===== src/rtl/keypad_scan_fifo_if.sv =====
// Key event stream between the keypad scanner (master) and its consumer (slave).
// Each event carries a key code and a press/release flag.
interface keypad_scan_fifo_if #(
   parameter int CODE_W = 4
);
   logic              evt_valid;
   logic              evt_ready;
   logic [CODE_W-1:0] evt_code;
   logic              evt_release;

   modport master (
      output evt_valid,
      output evt_code,
      output evt_release,
      input  evt_ready
   );

   modport slave (
      input  evt_valid,
      input  evt_code,
      input  evt_release,
      output evt_ready
   );
endinterface


===== src/rtl/keypad_scan_fifo.sv =====
// Matrix keypad scanner: row drive, synchronised column sampling, per-key frame
// debounce, and a small press/release event FIFO behind a valid/ready handshake.
module keypad_scan_fifo #(
   parameter int ROWS       = 4,
   parameter int COLS       = 4,
   parameter int SCAN_DIV   = 1000,
   parameter int SETTLE     = 500,
   parameter int DEBOUNCE   = 4,
   parameter int FIFO_DEPTH = 4
) (
   input  logic                clk,
   input  logic                rst,
   input  logic [COLS-1:0]     col_n,
   output logic [ROWS-1:0]     row_n,
   keypad_scan_fifo_if.master  evt,
   output logic                key_any,
   output logic                overflow,
   input  logic                ovf_clr
);
   localparam int NKEYS  = ROWS * COLS;
   localparam int CODE_W = (NKEYS > 1) ? $clog2(NKEYS) : 1;
   localparam int DW     = (SCAN_DIV > 1) ? $clog2(SCAN_DIV) : 1;
   localparam int RW     = (ROWS > 1) ? $clog2(ROWS) : 1;
   localparam int CW     = (COLS > 1) ? $clog2(COLS) : 1;
   localparam int NW     = (DEBOUNCE > 1) ? $clog2(DEBOUNCE) : 1;
   localparam int PW     = $clog2(FIFO_DEPTH);

   localparam logic [DW-1:0] D_LAST   = DW'(SCAN_DIV - 1);
   localparam logic [DW-1:0] D_SETTLE = DW'(SETTLE);
   localparam logic [DW-1:0] D_P0     = DW'(SETTLE + 1);
   localparam logic [DW-1:0] D_PN     = DW'(SETTLE + COLS);
   localparam logic [RW-1:0] R_LAST   = RW'(ROWS - 1);
   localparam logic [NW-1:0] CNT_MAX  = NW'(DEBOUNCE - 1);
   localparam logic [PW:0]   FULL_CNT = (PW+1)'(FIFO_DEPTH);

   logic [DW-1:0]     dwell;
   logic [RW-1:0]     row;
   logic [RW-1:0]     row_nxt;
   logic [COLS-1:0]   sync1;
   logic [COLS-1:0]   sync2;
   logic [COLS-1:0]   samp;

   logic [NKEYS-1:0]  kstate;
   logic [NW-1:0]     kcnt [NKEYS];

   logic              proc_en;
   logic [CW-1:0]     pcol;
   logic [CODE_W-1:0] pkey;
   logic              raw;
   logic              flip;

   logic [CODE_W:0]   mem [FIFO_DEPTH];
   logic [PW-1:0]     wr_ptr;
   logic [PW-1:0]     rd_ptr;
   logic [PW-1:0]     rd_nxt;
   logic [PW:0]       count;
   logic [PW:0]       count_nxt;
   logic              full;
   logic              pop;
   logic              do_push;
   logic              drop;
   logic [CODE_W:0]   wdata;
   logic [CODE_W:0]   head_nxt;

   assign row_nxt = (dwell == D_LAST) ? ((row == R_LAST) ? '0 : row + 1'b1) : row;

   // Row drive and column sampling
   always_ff @(posedge clk) begin
      if (rst) begin
         dwell <= '0;
         row   <= '0;
         row_n <= '1;
         sync1 <= '1;
         sync2 <= '1;
         samp  <= '1;
      end else begin
         sync1 <= col_n;
         sync2 <= sync1;
         if (dwell == D_SETTLE)
            samp <= sync2;
         dwell <= (dwell == D_LAST) ? '0 : dwell + 1'b1;
         row   <= row_nxt;
         row_n <= ~(ROWS'(1) << row_nxt);
      end
   end

   // One key of the current row is debounced per clock after the sample point
   always_comb begin
      proc_en = (dwell >= D_P0) && (dwell <= D_PN);
      pcol    = CW'(dwell - D_P0);
      pkey    = CODE_W'(int'(row) * COLS + int'(pcol));
      raw     = ~samp[pcol];
      flip    = proc_en && (raw != kstate[pkey]) && (kcnt[pkey] == CNT_MAX);
   end

   always_ff @(posedge clk) begin
      if (rst) begin
         kstate  <= '0;
         key_any <= 1'b0;
         for (int i = 0; i < NKEYS; i++)
            kcnt[i] <= '0;
      end else begin
         key_any <= |kstate;
         if (proc_en) begin
            if (raw == kstate[pkey]) begin
               kcnt[pkey] <= '0;
            end else if (kcnt[pkey] == CNT_MAX) begin
               kstate[pkey] <= raw;
               kcnt[pkey]   <= '0;
            end else begin
               kcnt[pkey] <= kcnt[pkey] + 1'b1;
            end
         end
      end
   end

   // Event queue; the head is re-registered each cycle, bypassing a push into an emptied slot
   always_comb begin
      full      = (count == FULL_CNT);
      pop       = evt.evt_valid && evt.evt_ready;
      do_push   = flip && (!full || pop);
      drop      = flip && full && !pop;
      wdata     = {~raw, pkey};
      rd_nxt    = pop ? rd_ptr + 1'b1 : rd_ptr;
      count_nxt = count + (PW+1)'(do_push) - (PW+1)'(pop);
      head_nxt  = (do_push && (wr_ptr == rd_nxt)) ? wdata : mem[rd_nxt];
      if (count_nxt == '0)
         head_nxt = '0;
   end

   always_ff @(posedge clk) begin
      if (do_push)
         mem[wr_ptr] <= wdata;
   end

   always_ff @(posedge clk) begin
      if (rst) begin
         wr_ptr          <= '0;
         rd_ptr          <= '0;
         count           <= '0;
         evt.evt_valid   <= 1'b0;
         evt.evt_code    <= '0;
         evt.evt_release <= 1'b0;
         overflow        <= 1'b0;
      end else begin
         if (do_push)
            wr_ptr <= wr_ptr + 1'b1;
         rd_ptr          <= rd_nxt;
         count           <= count_nxt;
         evt.evt_valid   <= (count_nxt != '0);
         evt.evt_code    <= head_nxt[CODE_W-1:0];
         evt.evt_release <= head_nxt[CODE_W];
         if (drop)
            overflow <= 1'b1;
         else if (ovf_clr)
            overflow <= 1'b0;
      end
   end
endmodule


===== src/flat_wrapper.sv =====
// flat-port wrapper written by rule: the top's interface ports become plain ports
module keypad_scan_fifo_flat 
#(
   parameter int ROWS       = 4,
   parameter int COLS       = 4,
   parameter int SCAN_DIV   = 1000,
   parameter int SETTLE     = 500,
   parameter int DEBOUNCE   = 4,
   parameter int FIFO_DEPTH = 4
)
  (clk, rst, col_n, row_n, key_any, overflow, ovf_clr, evt_evt_valid, evt_evt_code, evt_evt_release, evt_evt_ready);
  keypad_scan_fifo_if #(.CODE_W(4)) evt_i ();
  input  logic clk;
  input  logic rst;
  input  logic [COLS-1:0] col_n;
  output logic [ROWS-1:0] row_n;
  output logic key_any;
  output logic overflow;
  input  logic ovf_clr;
  output wire logic [$bits(evt_i.evt_valid)-1:0] evt_evt_valid;
  output wire logic [$bits(evt_i.evt_code)-1:0] evt_evt_code;
  output wire logic [$bits(evt_i.evt_release)-1:0] evt_evt_release;
  input wire logic [$bits(evt_i.evt_ready)-1:0] evt_evt_ready;
  assign evt_evt_valid = evt_i.evt_valid;
  assign evt_evt_code = evt_i.evt_code;
  assign evt_evt_release = evt_i.evt_release;
  assign evt_i.evt_ready = evt_evt_ready;
  keypad_scan_fifo #(.ROWS(ROWS), .COLS(COLS), .SCAN_DIV(SCAN_DIV), .SETTLE(SETTLE), .DEBOUNCE(DEBOUNCE), .FIFO_DEPTH(FIFO_DEPTH)) u_core (.clk(clk), .rst(rst), .col_n(col_n), .row_n(row_n), .evt(evt_i), .key_any(key_any), .overflow(overflow), .ovf_clr(ovf_clr));
endmodule

===== config.mk =====
export PLATFORM = sky130hd
export DESIGN_NAME = keypad_scan_fifo_flat
export DESIGN_NICKNAME = d
export VERILOG_FILES = /design/src/rtl/keypad_scan_fifo_if.sv /design/src/rtl/keypad_scan_fifo.sv /design/src/flat_wrapper.sv
export SDC_FILE = /design/constraint.sdc
export NUM_CORES = 1
export LEC_CHECK = 0
export ABC_CLOCK_PERIOD_IN_PS = 8200
export CORE_ASPECT_RATIO = 0.75
export CORE_MARGIN = 5
export CORE_UTILIZATION = 55
export CTS_CLUSTER_DIAMETER = 150
export CTS_CLUSTER_SIZE = 30
export DETAILED_ROUTE_END_ITERATION = 16
export PLACE_DENSITY = 0.85
export SKIP_LAST_GASP = 1
export SLEW_MARGIN = 20
export SYNTH_ARGS = -nofsm -noshare
export SYNTH_HDL_FRONTEND = slang
export SYNTH_SLANG_ARGS = --single-unit

===== constraint.sdc =====
create_clock -name clk -period 8.2 [get_ports clk]
set_input_delay 1.23 -clock clk [delete_from_list [all_inputs] [get_ports clk]]
set_output_delay 1.23 -clock clk [all_outputs]
set_load 0.02 [all_outputs]

# Word-level counts from Yosys, hierarchy flattened
# Memories as Yosys holds them, arrays and structs flattened. A register that Yosys moved wholly into a read port is not among the register bits.
# Index checks and enable logic that the tools add are counted.
# classes
n_bitwise,5
shifts,1
eq_ne,7
order_cmp,5
add_sub_neg,9
n_reduce_logical,19
n_mux,35
# ops
operator,n
$mux 1,24
$bwmux 16,1
$reduce_or 16->1,1
$mux 2,6
$add 10x1->10 const B,1
$eq 10x10->1 const B,1
$eq 10x9->1 const B,1
$ge 10x9->1 const B,1
$le 10x9->1 const B,1
$add 2x1->2 const B,4
$logic_and 1x1->1,8
$reduce_or 2->1,3
$lt 4x5->1 const B,1
$add 4x2->4,1
$bmux 1 s4,1
$demux 1 s4,1
$eq 2x2->1 const B,2
$ge 4x1->1 const B,1
$mux 4,1
$not 4->4,1
$shl 1x2->4 const A,1
$add 3x1->3,1
$eq 3x3->1 const B,1
$logic_not 3->1,1
other kinds (13),16
# word_totals
reg_bits,54
ram_bits,52
memories,2
out_inout_bits,12
# mem_list
name,depth,width,read_ports,rd_clocked_by_memory_dff,wr,line_no,text
u_core.kcnt,16,2,1,0,16,keypad_scan_fifo.sv:44,logic [NW-1:0] kcnt [NKEYS];
u_core.mem,4,5,1,1,1,keypad_scan_fifo.sv:52,logic [CODE_W:0] mem [FIFO_DEPTH];

# Depth between registers and ports, before layout
# Gate-level depths: netlist (run 1).
# logic_depth
depth_word,13
ltp_mapped,22

# Least setup slack after synthesis (run 1)
# No wires, ideal clock.
# synth_path
path_type,register -> register
startpoint,register u_core.dwell[0]
endpoint,register u_core.evt.evt_code[3]
setup_time_ps,72
path_slack_ps,3443
stages_incl_launch_ff,23
arrival_ps,4685
path_buffers,6
t_required_ps,8128
cell_sequence,dfxtp_1 -> buf_6 -> buf_6 -> inv_1 -> ha_1 -> buf_2 -> buf_2 -> mux4_2 -> mux4_2 -> ha_1 -> clkbuf_1 -> o21ai_0 -> or3_1 -> nor3_1 -> ha_1 -> inv_1 -> fa_1 -> xor2_1 -> xnor2_1 -> a31oi_1 -> clkbuf_1 -> nand2_1 -> mux2i_1
# synth_via
elab_chain_cells,12
# synth_lines
element,line_no,text
"start, declared",keypad_scan_fifo.sv:36,logic [DW-1:0] dwell;
"start signal, assigned",keypad_scan_fifo.sv:81,dwell <= (dwell == D_LAST) ? '0 : dwell + 1'b1;
$sub 2x1->2 (*),keypad_scan_fifo.sv:90,pcol = CW'(dwell - D_P0);
via u_core.pcol[0],keypad_scan_fifo.sv:47,logic [CW-1:0] pcol;
$add 4x2->4 or $bmux 1 s2 (tied branches),"keypad_scan_fifo.sv:91, keypad_scan_fifo.sv:92",
$bmux 1 s4 or $mux 1 (tied branches),"keypad_scan_fifo.sv:93, keypad_scan_fifo.sv:92",
$mux 1 (implied by the code) or $not 1->1 (tied branches),"keypad_scan_fifo.sv:93, keypad_scan_fifo.sv:92",
$ne 1x1->1,keypad_scan_fifo.sv:93,flip = proc_en && (raw != kstate[pkey]) && (kcnt[pkey] == CNT_MAX);
$logic_and 1x1->1,keypad_scan_fifo.sv:93,
$logic_and 1x1->1 (*),keypad_scan_fifo.sv:93,
$logic_and 1x1->1 (*),keypad_scan_fifo.sv:121,do_push = flip && (!full || pop);
via u_core.do_push,keypad_scan_fifo.sv:60,logic do_push;
$add 3x1->3 (*),keypad_scan_fifo.sv:125,count_nxt = count + (PW+1)'(do_push) - (PW+1)'(pop);
$sub 3x1->3 (*),keypad_scan_fifo.sv:125,
$logic_not 3->1 (*),keypad_scan_fifo.sv:127,if (count_nxt == '0)
$reduce_or 2->1 (no line) (*),n/a,
"end signal, assigned",keypad_scan_fifo.sv:151,evt.evt_code <= head_nxt[CODE_W-1:0];
"end, declared",keypad_scan_fifo_if.sv:13,"output evt_code,"
# Mark *: on every way through the listed nets, which the timed path passes. The rest lies on a longest branch. The select of a mux whose other input is x is not followed.
# A chain may end at the register's enable or synchronous reset.

# Final worst setup path (run 1)
# layout_path
startpoint,register u_core.dwell[0]
endpoint,register u_core.evt.evt_release
# layout_via
elab_chain_cells,12
# layout_lines
element,line_no,text
$sub 2x1->2 (*),keypad_scan_fifo.sv:90,
via u_core.pcol[0],keypad_scan_fifo.sv:47,
$add 4x2->4 or $bmux 1 s2 (tied branches),"keypad_scan_fifo.sv:91, keypad_scan_fifo.sv:92",
$bmux 1 s4 or $mux 1 (tied branches),"keypad_scan_fifo.sv:93, keypad_scan_fifo.sv:92",
$mux 1 (implied by the code) or $not 1->1 (tied branches),"keypad_scan_fifo.sv:93, keypad_scan_fifo.sv:92",
$ne 1x1->1,keypad_scan_fifo.sv:93,
$logic_and 1x1->1,keypad_scan_fifo.sv:93,
$logic_and 1x1->1 (*),keypad_scan_fifo.sv:93,
$logic_and 1x1->1 (*),keypad_scan_fifo.sv:121,
via u_core.do_push,keypad_scan_fifo.sv:60,
$add 3x1->3 (*),keypad_scan_fifo.sv:125,
$sub 3x1->3 (*),keypad_scan_fifo.sv:125,
$logic_not 3->1 (*),keypad_scan_fifo.sv:127,
$reduce_or 2->1 (no line) (*),n/a,
"end signal, assigned",keypad_scan_fifo.sv:152,evt.evt_release <= head_nxt[CODE_W];
"end, declared",keypad_scan_fifo_if.sv:14,"output evt_release,"
# Marked as above.

==> results of run 1 <==
[cells in the mapped netlist, types with 5 or more instances]
cell and n:
a211o_1 5, a21oi_1 21, and2_1 7, and3_1 5, buf_2 5, clkbuf_1 20
dfxtp_1 59, edfxtp_1 52, ha_1 17, inv_1 15, mux2i_1 7, mux4_2 19
nand2_1 26, nand2b_1 9, nand3_1 16, nor2_1 19, nor2_2 11, nor2b_1 11
nor3_1 21, nor4_1 21, o21ai_0 19, o21ai_1 12, o21bai_1 12, o31ai_1 6
or2_2 10, xor2_1 8
[layer usage]
metal / up-vias / GRT usage [%] / wire length [microns]
met5: - / 0 / 0
met4: 0 / 5.469 / 250
li1: 1774 / - / -
met3: 42 / 6.702 / 1166
met1: 1870 / 29.17 / 4904
met2: 213 / 35.07 / 5891
[kinds of logic (layout without fill, tap and decap cells)]
| group | count (synthesis) | count (layout) | synth area share (%) |
|---|---|---|---|
| DFF | 111 | 111 | 51.08 |
| buffers and inverters | 46 | 52 | 3.752 |
| xor gates and xnor gates | 13 | 13 | 2.261 |
| adders and majority gates | 18 | 18 | 4.335 |
| and+or+nand+nor | 175 | 175 | 18.32 |
| muxes | 27 | 27 | 9.485 |
| AOI/OAI and AO/OA | 91 | 91 | 10.77 |
[final timing paths]
path	from	end	slack, ps
setup / recovery	u_core.dwell[0]	u_core.evt.evt_release	1880
hold / removal	u_core.sync1[3]	u_core.sync2[3]	400
setup reg to reg	u_core.dwell[0]	u_core.evt.evt_release	1880
hold reg to reg	u_core.sync1[3]	u_core.sync2[3]	400
[final cells by class]
type,instances,area (sq um)
clock buffers,9,225.2
clock inverters,7,73.82
fillers,777,3696
inverters,16,60.06
multi-input cells,324,2425
flip-flops and latches,111,2743
well taps,132,165.2
repair buffers,20,192.7
[sequential cells by signal, indices dropped and copies added (netlist names), 2 cells and up]
signal	count
u_core.kcnt	32
u_core.mem	20
u_core.kstate	16
u_core.dwell	10
u_core.evt.evt_code	4
u_core.row_n	4
u_core.samp	4
u_core.sync1	4
u_core.sync2	4
u_core.count	3
u_core.rd_ptr	2
u_core.row	2
u_core.wr_ptr	2
[power groups by stage]
stage                     sequential [uW]  clock (uW)  combinational [uW]
after floorplan                       667           0                 168
after global placement                659           0                 239
after detailed placement              662           0                 249
after CTS                             649         439                 251
after global routing                  654         465                 273
final                                 650         435                 252
[per-stage QoR]
step                      utilization (%)  hold slack (ps)  area (sq um)  total power (uW)  worst slack, ps
after floorplan                         -            389.5          5369             834.9             3443
after global placement              58.30            402.1          5585             897.8             2357
after detailed placement            58.30            395.8          5585             910.2             1941
after CTS                           61.42            404.6          5884              1339             1871
after global routing                61.42            431.0          5884              1392             1350
final                               61.42            402.2          5884              1337             1879
==> out/results.tsv, run 1 <==
stage	metric	value	unit
route	initialDrtViolationCount	576	
placement	dp_hpwl	8353	microns
cells_and_area	mostFrequentLayoutCell	dfxtp_1	
logic_synthesis	ys_types	57	
setup_path	start_kind	flip-flop	
setup_path	end_kind	flip-flop	
power	p_leak	0.001894	uW
power	seqPwrFrac	48.6	%
grt	grt_pass1_wl	19810	microns
clock_network	cts_tree	built	
placement	place.gp.congestion	0.9059	
clock_network	cts_buffer_depth	2	
cells_and_area	n_antenna_cell	0	
cells_and_area	drive_above_1_share	13.76	%
route	post_drt_wl_per_cell	19.73	microns
route	drt_wl_total	12210	microns
power	power.share.switching	29.18	%
setup_path	cp_num_buf_inv	2	
die	dieHeight	95.57	microns
timing	worst-slew-pin-transition	1009	ps
logic_synthesis	ys_seq_area_share	51.08	%
grt	antenna_found_initial	0	
route	drc	0	
route	ant_nets	0	
route	routed-via-count	3899	
cells_and_area	area_growth	9.601	%
power	power_density	227.2	nW/um^2
logic_synthesis	postSynthCellCount	481	
setup_path	crit_required	8500	ps
die	rows	31	
cells_and_area	final_cell_mix	dfxtp_1, edfxtp_1, nand2_1	
logic_synthesis	synth_warnings	0	
cells_and_area	final_cells	619	
die	dieArea	11860	sq um
placement	port_buffers	19	
timing	skew	9.714	ps
timing	fin_crit	6321	ps
clock_network	clk_latency	360	ps
logic_synthesis	synth_edf_count	52	
timing	timing.final.crit_share	77.09	%
die	start_util	56.04	%
setup_path	critPathKind	reg2reg	
setup_path	crit_arrival	6620	ps
placement	dp_cells	603	
setup_path	cpLargestDelayFamily	adder cells	
die	fp.dieW	124.1	microns
setup_path	cpMaxStageDelayCell	dfxtp_1	
grt	grt_max_degree	65	
power	p_comb_share	18.8	%
timing	relSlewSlack	32.67	%
clock_network	cts_sinks	111	
timing	slew_violations	0	
logic_synthesis	synth_seq_cells	111	
grt	grt_pass1_vias	3828	
setup_path	cp_cell_sequence	inv_1 > ha_1 > mux4_2 > mux4_2 > ha_1 > o21ai_0 > or3_1 > nor3_1 > ha_1 > inv_1 > fa_1 > xor2_1 > xnor2_1 > a31oi_1 > o311a_1 > a31o_1	
clock_network	cts-root-buf	clkbuf_16	
clock_network	cts_setup_buffers	0	
timing	timing.fmax	158.2	MHz
die	core_area	9580	sq um
timing	finalSetupTns	0	ps
clock_network	cts_made_buffers	9	
setup_path	max_stage_delay	990	ps
power	internal_power	947.0	uW
setup_path	rr_worst_depth	16	
job	max-cap-violations	0	
worst_hold_path	hold_class	reg2reg	
power	p_clk_share	32.6	%
logic_synthesis	synth_ff_type	dfxtp_1	
cells_and_area	layout.nets	508	
setup_path	cpMostUsedCell	ha_1	
worst_hold_path	hold_depth	1	
route	dr.pass1.iters	5	
clock_network	clk_pin_slew	80	ps
logic_synthesis	synth_area_leaders	edfxtp_1, dfxtp_1, mux4_2	
clock_network	hold_buffers	0	
logic_synthesis	synth_nets	507	
logic_synthesis	async_flop_share	0	%
route	viasPerCell	6.299	
clock_network	ctsResizeCount	0	
logic_synthesis	synth_area	5369	sq um
power	vdd_drop_max	0.0001550	V
setup_path	cp_num_cells	16	
logic_synthesis	synth_area_per_cell	11.16	sq um
timing	rsz0062_at_grt	no	
timing	setup_viol	0	
clock_network	htreeDepth	3	
timing	hold_viol	0	
setup_path	critPathMaxFanout	20	
logic_synthesis	synth_area_leader_cell	edfxtp_1	
logic_synthesis	synth_top_area_share	29.08	%
die	io_pins	20	
status	status	finished, final reports clean	
grt	gr-total-overflow	0	
power	power.switching	390.2	uW
grt	track_usage	21.87	%
Power figures use the tool's default switching activity.
==> inputs of run 2 (changes only) <==
--- a/config.mk
+++ b/config.mk
@@ -5,14 +5,14 @@
 export SDC_FILE = /design/constraint.sdc
 export NUM_CORES = 1
 export LEC_CHECK = 0
-export ABC_CLOCK_PERIOD_IN_PS = 8200
+export ABC_CLOCK_PERIOD_IN_PS = 5610
 export CORE_ASPECT_RATIO = 0.75
 export CORE_MARGIN = 5
 export CORE_UTILIZATION = 55
 export CTS_CLUSTER_DIAMETER = 150
 export CTS_CLUSTER_SIZE = 30
 export DETAILED_ROUTE_END_ITERATION = 16
-export PLACE_DENSITY = 0.85
+export PLACE_DENSITY = 0.88
 export SKIP_LAST_GASP = 1
 export SLEW_MARGIN = 20
 export SYNTH_ARGS = -nofsm -noshare
==> constraint.sdc (replaced) <==
create_clock -name clk -period 5.61 [get_ports clk]
set_input_delay 0.8415 -clock clk [delete_from_list [all_inputs] [get_ports clk]]
set_output_delay 0.8415 -clock clk [all_outputs]
set_load 0.02 [all_outputs]
==> run 2 against run 1 <==
First-iteration DRC count is 3.5% lower. Sequential share of layout area is 0.16 points lower. Via count is 2.5% higher. Critical path depth is 1 higher. Setup slack worse by 1400 ps. Design area is 0.34% higher. Register-to-register slack worse by 1400 ps. Largest power group unchanged.
==> out/results.tsv, run 2 (same netlist as run 1, synthesis figures left out) <==
stage	metric	value	unit	change
status	status	finished, final reports clean		
cells_and_area	mostFrequentLayoutCell	dfxtp_1		
die	io_pins	20		unchanged
die	start_util	56.04	%	unchanged
grt	gr-total-overflow	0		unchanged
grt	grt_pass1_vias	3777		-1.3%
power	p_leak	0.001901	uW	+0.35%
clock_network	cts_sinks	111		unchanged
setup_path	r2r_slack	470	ps	-1400 ps
power	vdd_drop_max	0.0002056	V	+33%
cells_and_area	largest_register_ffs	32		unchanged
clock_network	cts_tree	built		
setup_path	crit_required	5900	ps	-2600 ps
clock_network	cts-root-buf	clkbuf_16		
cells_and_area	n_antenna_cell	0		unchanged
power	p_clk_share	32.2	%	-0.4 points
route	ant_nets	0		unchanged
cells_and_area	layout.nets	510		+0.39%
setup_path	cp_cell_sequence	inv_1 > ha_1 > mux4_2 > mux4_2 > ha_1 > buf_4 > o21ai_0 > or3_1 > nor3_1 > ha_1 > inv_1 > fa_1 > xor2_1 > xnor2_1 > a31oi_2 > o311a_1 > a31o_1		
clock_network	cts_buffer_depth	2		unchanged
route	initialDrtViolationCount	556		-3.5%
cells_and_area	largest-register	u_core.kcnt		
route	dr.pass1.iters	6		+1
clock_network	clk_pin_slew	80	ps	about the same
cells_and_area	final_cell_mix	dfxtp_1, edfxtp_1, nand2_1		
clock_network	hold_buffers	0		unchanged
worst_hold_path	hold_class	reg2reg		
route	routed-via-count	3996		+2.5%
clock_network	cts_made_buffers	9		unchanged
die	fp.dieW	124.1	microns	unchanged
timing	finalSetupTns	0	ps	unchanged
timing	setup_viol	0		unchanged
die	dieArea	11860	sq um	unchanged
cells_and_area	fillCellCount	742		-4.5%
power	internal_power	1388	uW	+47%
cells_and_area	multi_input_area	2431	sq um	+0.26%
cells_and_area	drive_above_1_share	14.31	%	+0.56 points
timing	fin_crit	5135	ps	-1186 ps
worst_hold_path	hp-start	u_core.sync1[3]		
power	seqPwrFrac	48.0	%	-0.6 points
setup_path	cpMaxStageDelayCell	ha_1		
timing	worst-slew-pin-transition	880.3	ps	-128.2 ps
setup_path	crit_arrival	5430	ps	-1190 ps
cells_and_area	area_growth	9.974	%	
setup_path	r2r-start	u_core.dwell[1]		
route	post_drt_wl_per_cell	20.07	microns	+1.7%
power	power_density	334.4	nW/um^2	+47%
grt	grt_max_degree	65		unchanged
worst_hold_path	min_to	u_core.sync2[3]		
grt	grt_pass1_wl	20060	microns	+1.3%
clock_network	clk_latency	360	ps	about the same
setup_path	start_kind	flip-flop		
power	power.switching	585.9	uW	+50%
setup_path	rr_worst_depth	17		+1
timing	hold_viol	0		unchanged
power	p_comb_share	19.8	%	+1.0 points
setup_path	end_kind	flip-flop		
power	power.share.switching	29.68	%	+0.50 points
placement	port_buffers	19		unchanged
timing	skew	12.93	ps	+3.218 ps
grt	track_usage	22.33	%	+0.46 points
setup_path	max_stage_delay	710	ps	-280 ps
die	dieHeight	95.57	microns	unchanged
job	max-cap-violations	0		unchanged
clock_network	htreeDepth	3		unchanged
setup_path	reg2reg_to	u_core.evt.evt_release		
setup_path	critPathKind	reg2reg		
cells_and_area	seqCellArea	2743	sq um	unchanged
die	core_area	9580	sq um	unchanged
timing	relSlewSlack	40.86	%	+8.2 points
cells_and_area	reg_top3	u_core.kcnt x32, u_core.mem x20, u_core.kstate x16		
timing	timing.final.crit_share	91.54	%	+14 points
die	rows	31		unchanged
grt	antenna_found_initial	0		unchanged
timing	timing.fmax	194.7	MHz	+23%
timing	slew_violations	0		unchanged
timing	rsz0062_at_grt	no		
setup_path	critPathMaxFanout	15		-25%
placement	dp_hpwl	8480	microns	+1.5%
cells_and_area	postLayoutCoreUtil	61.63	%	+0.21 points
setup_path	cpMostUsedCell	ha_1		
route	drc	0		unchanged
route	viasPerCell	6.435		+2.2%
placement	place.gp.congestion	0.9279		+2.4%
worst_hold_path	hold_depth	1		unchanged
route	drt_wl_total	12460	microns	+2.1%
run 2: cell types whose count changed in the layout (fill, tap and decap cells not counted), sizes merged:
cell / previous run / this run
buf: 2 / 4
clkinv: 3 / 2
clkinvlp: 0 / 1
run 2: metrics by stage:
stage	instances	total power, uW	setup WS (ps)	hold slack [ps]	instance area (sq um)
floorplan	481	1220	853.2	389.5	5369
global placement	605	1313	768.1	401.1	5600
detailed placement	605	1337	457.4	394.1	5600
CTS	621	1972	303.0	403.9	5898
global route	621	2048	205.9	417.3	5904
finish	621	1974	474.7	396.7	5904
run 2: what timing repair did:
| item | 4_1_cts | 5_1_grt |
|---|---|---|
| setup endpoints to repair | 0 | 1 |
| setup buffers | 0 | 0 |
| gates resized for setup | 0 | 1 |
run 2: worst max path at each step:
stage / from / end / slack (ps) / depth (start not counted)
after detailed placement: u_core.dwell[1] / u_core.evt.evt_release / 460 / 17
after global routing: u_core.dwell[0] / u_core.evt.evt_release / 210 / 17
final: u_core.dwell[1] / u_core.evt.evt_release / 470 / 17
after CTS: u_core.dwell[1] / u_core.evt.evt_release / 300 / 17
after global placement: u_core.dwell[1] / u_core.evt.evt_release / 770 / 17
after floorplan: u_core.dwell[0] / u_core.evt.evt_code[3] / 850 / 22
run 2: worst max-delay path, delay by kind of cell, from the launching register on:
family / cells / cell delay, ps
adder cells (fa/ha/maj): 4 / 1490
buffers and inverters: 3 / 330
XOR/XNOR: 2 / 310
flip-flops: 1 / 420
AND/OR/NAND/NOR: 2 / 840
multiplexers: 2 / 630
AO/OA/AOI/OAI: 4 / 1030
run 2: metal layers:
| layer | part of all wire [%] | wire, microns | track usage (%) | vias to the layer above |
|---|---|---|---|---|
| met5 | 0 | 0 | 0 | - |
| met4 | 1.9 | 231 | 6.472 | 0 |
| met3 | 8.7 | 1085 | 6.465 | 27 |
| met2 | 47 | 5825 | 34.94 | 189 |
| met1 | 43 | 5321 | 30.46 | 2001 |
| li1 | - | - | - | 1779 |
run 2: power by group through the flow:
stage	registers (uW)	logic (uW)	clock network, uW
2_1_floorplan	974	246	0
3_3_place_gp	959	355	0
3_5_place_dp	964	373	0
4_1_cts	946	384	642
5_1_grt	954	418	677
6_report	948	391	636
run 2: cell type report:
class | count | area share [%]
clock inverters | 7 | 1.229
multi-input cells | 324 | 41.17
repair buffers | 22 | 3.518
clock buffers | 9 | 3.814
well taps | 132 | 2.797
flip-flops and latches | 111 | 46.45
inverters | 16 | 1.017
==> inputs of run 3 (changes only) <==
--- a/config.mk
+++ b/config.mk
@@ -10,11 +10,9 @@
 export CORE_MARGIN = 5
 export CORE_UTILIZATION = 55
 export CTS_CLUSTER_DIAMETER = 150
-export CTS_CLUSTER_SIZE = 30
 export DETAILED_ROUTE_END_ITERATION = 16
 export PLACE_DENSITY = 0.88
 export SKIP_LAST_GASP = 1
-export SLEW_MARGIN = 20
 export SYNTH_ARGS = -nofsm -noshare
 export SYNTH_HDL_FRONTEND = slang
 export SYNTH_SLANG_ARGS = --single-unit
==> results of run 3 <==
No change in the layout: final DEF, timing and power equal those of run 2.
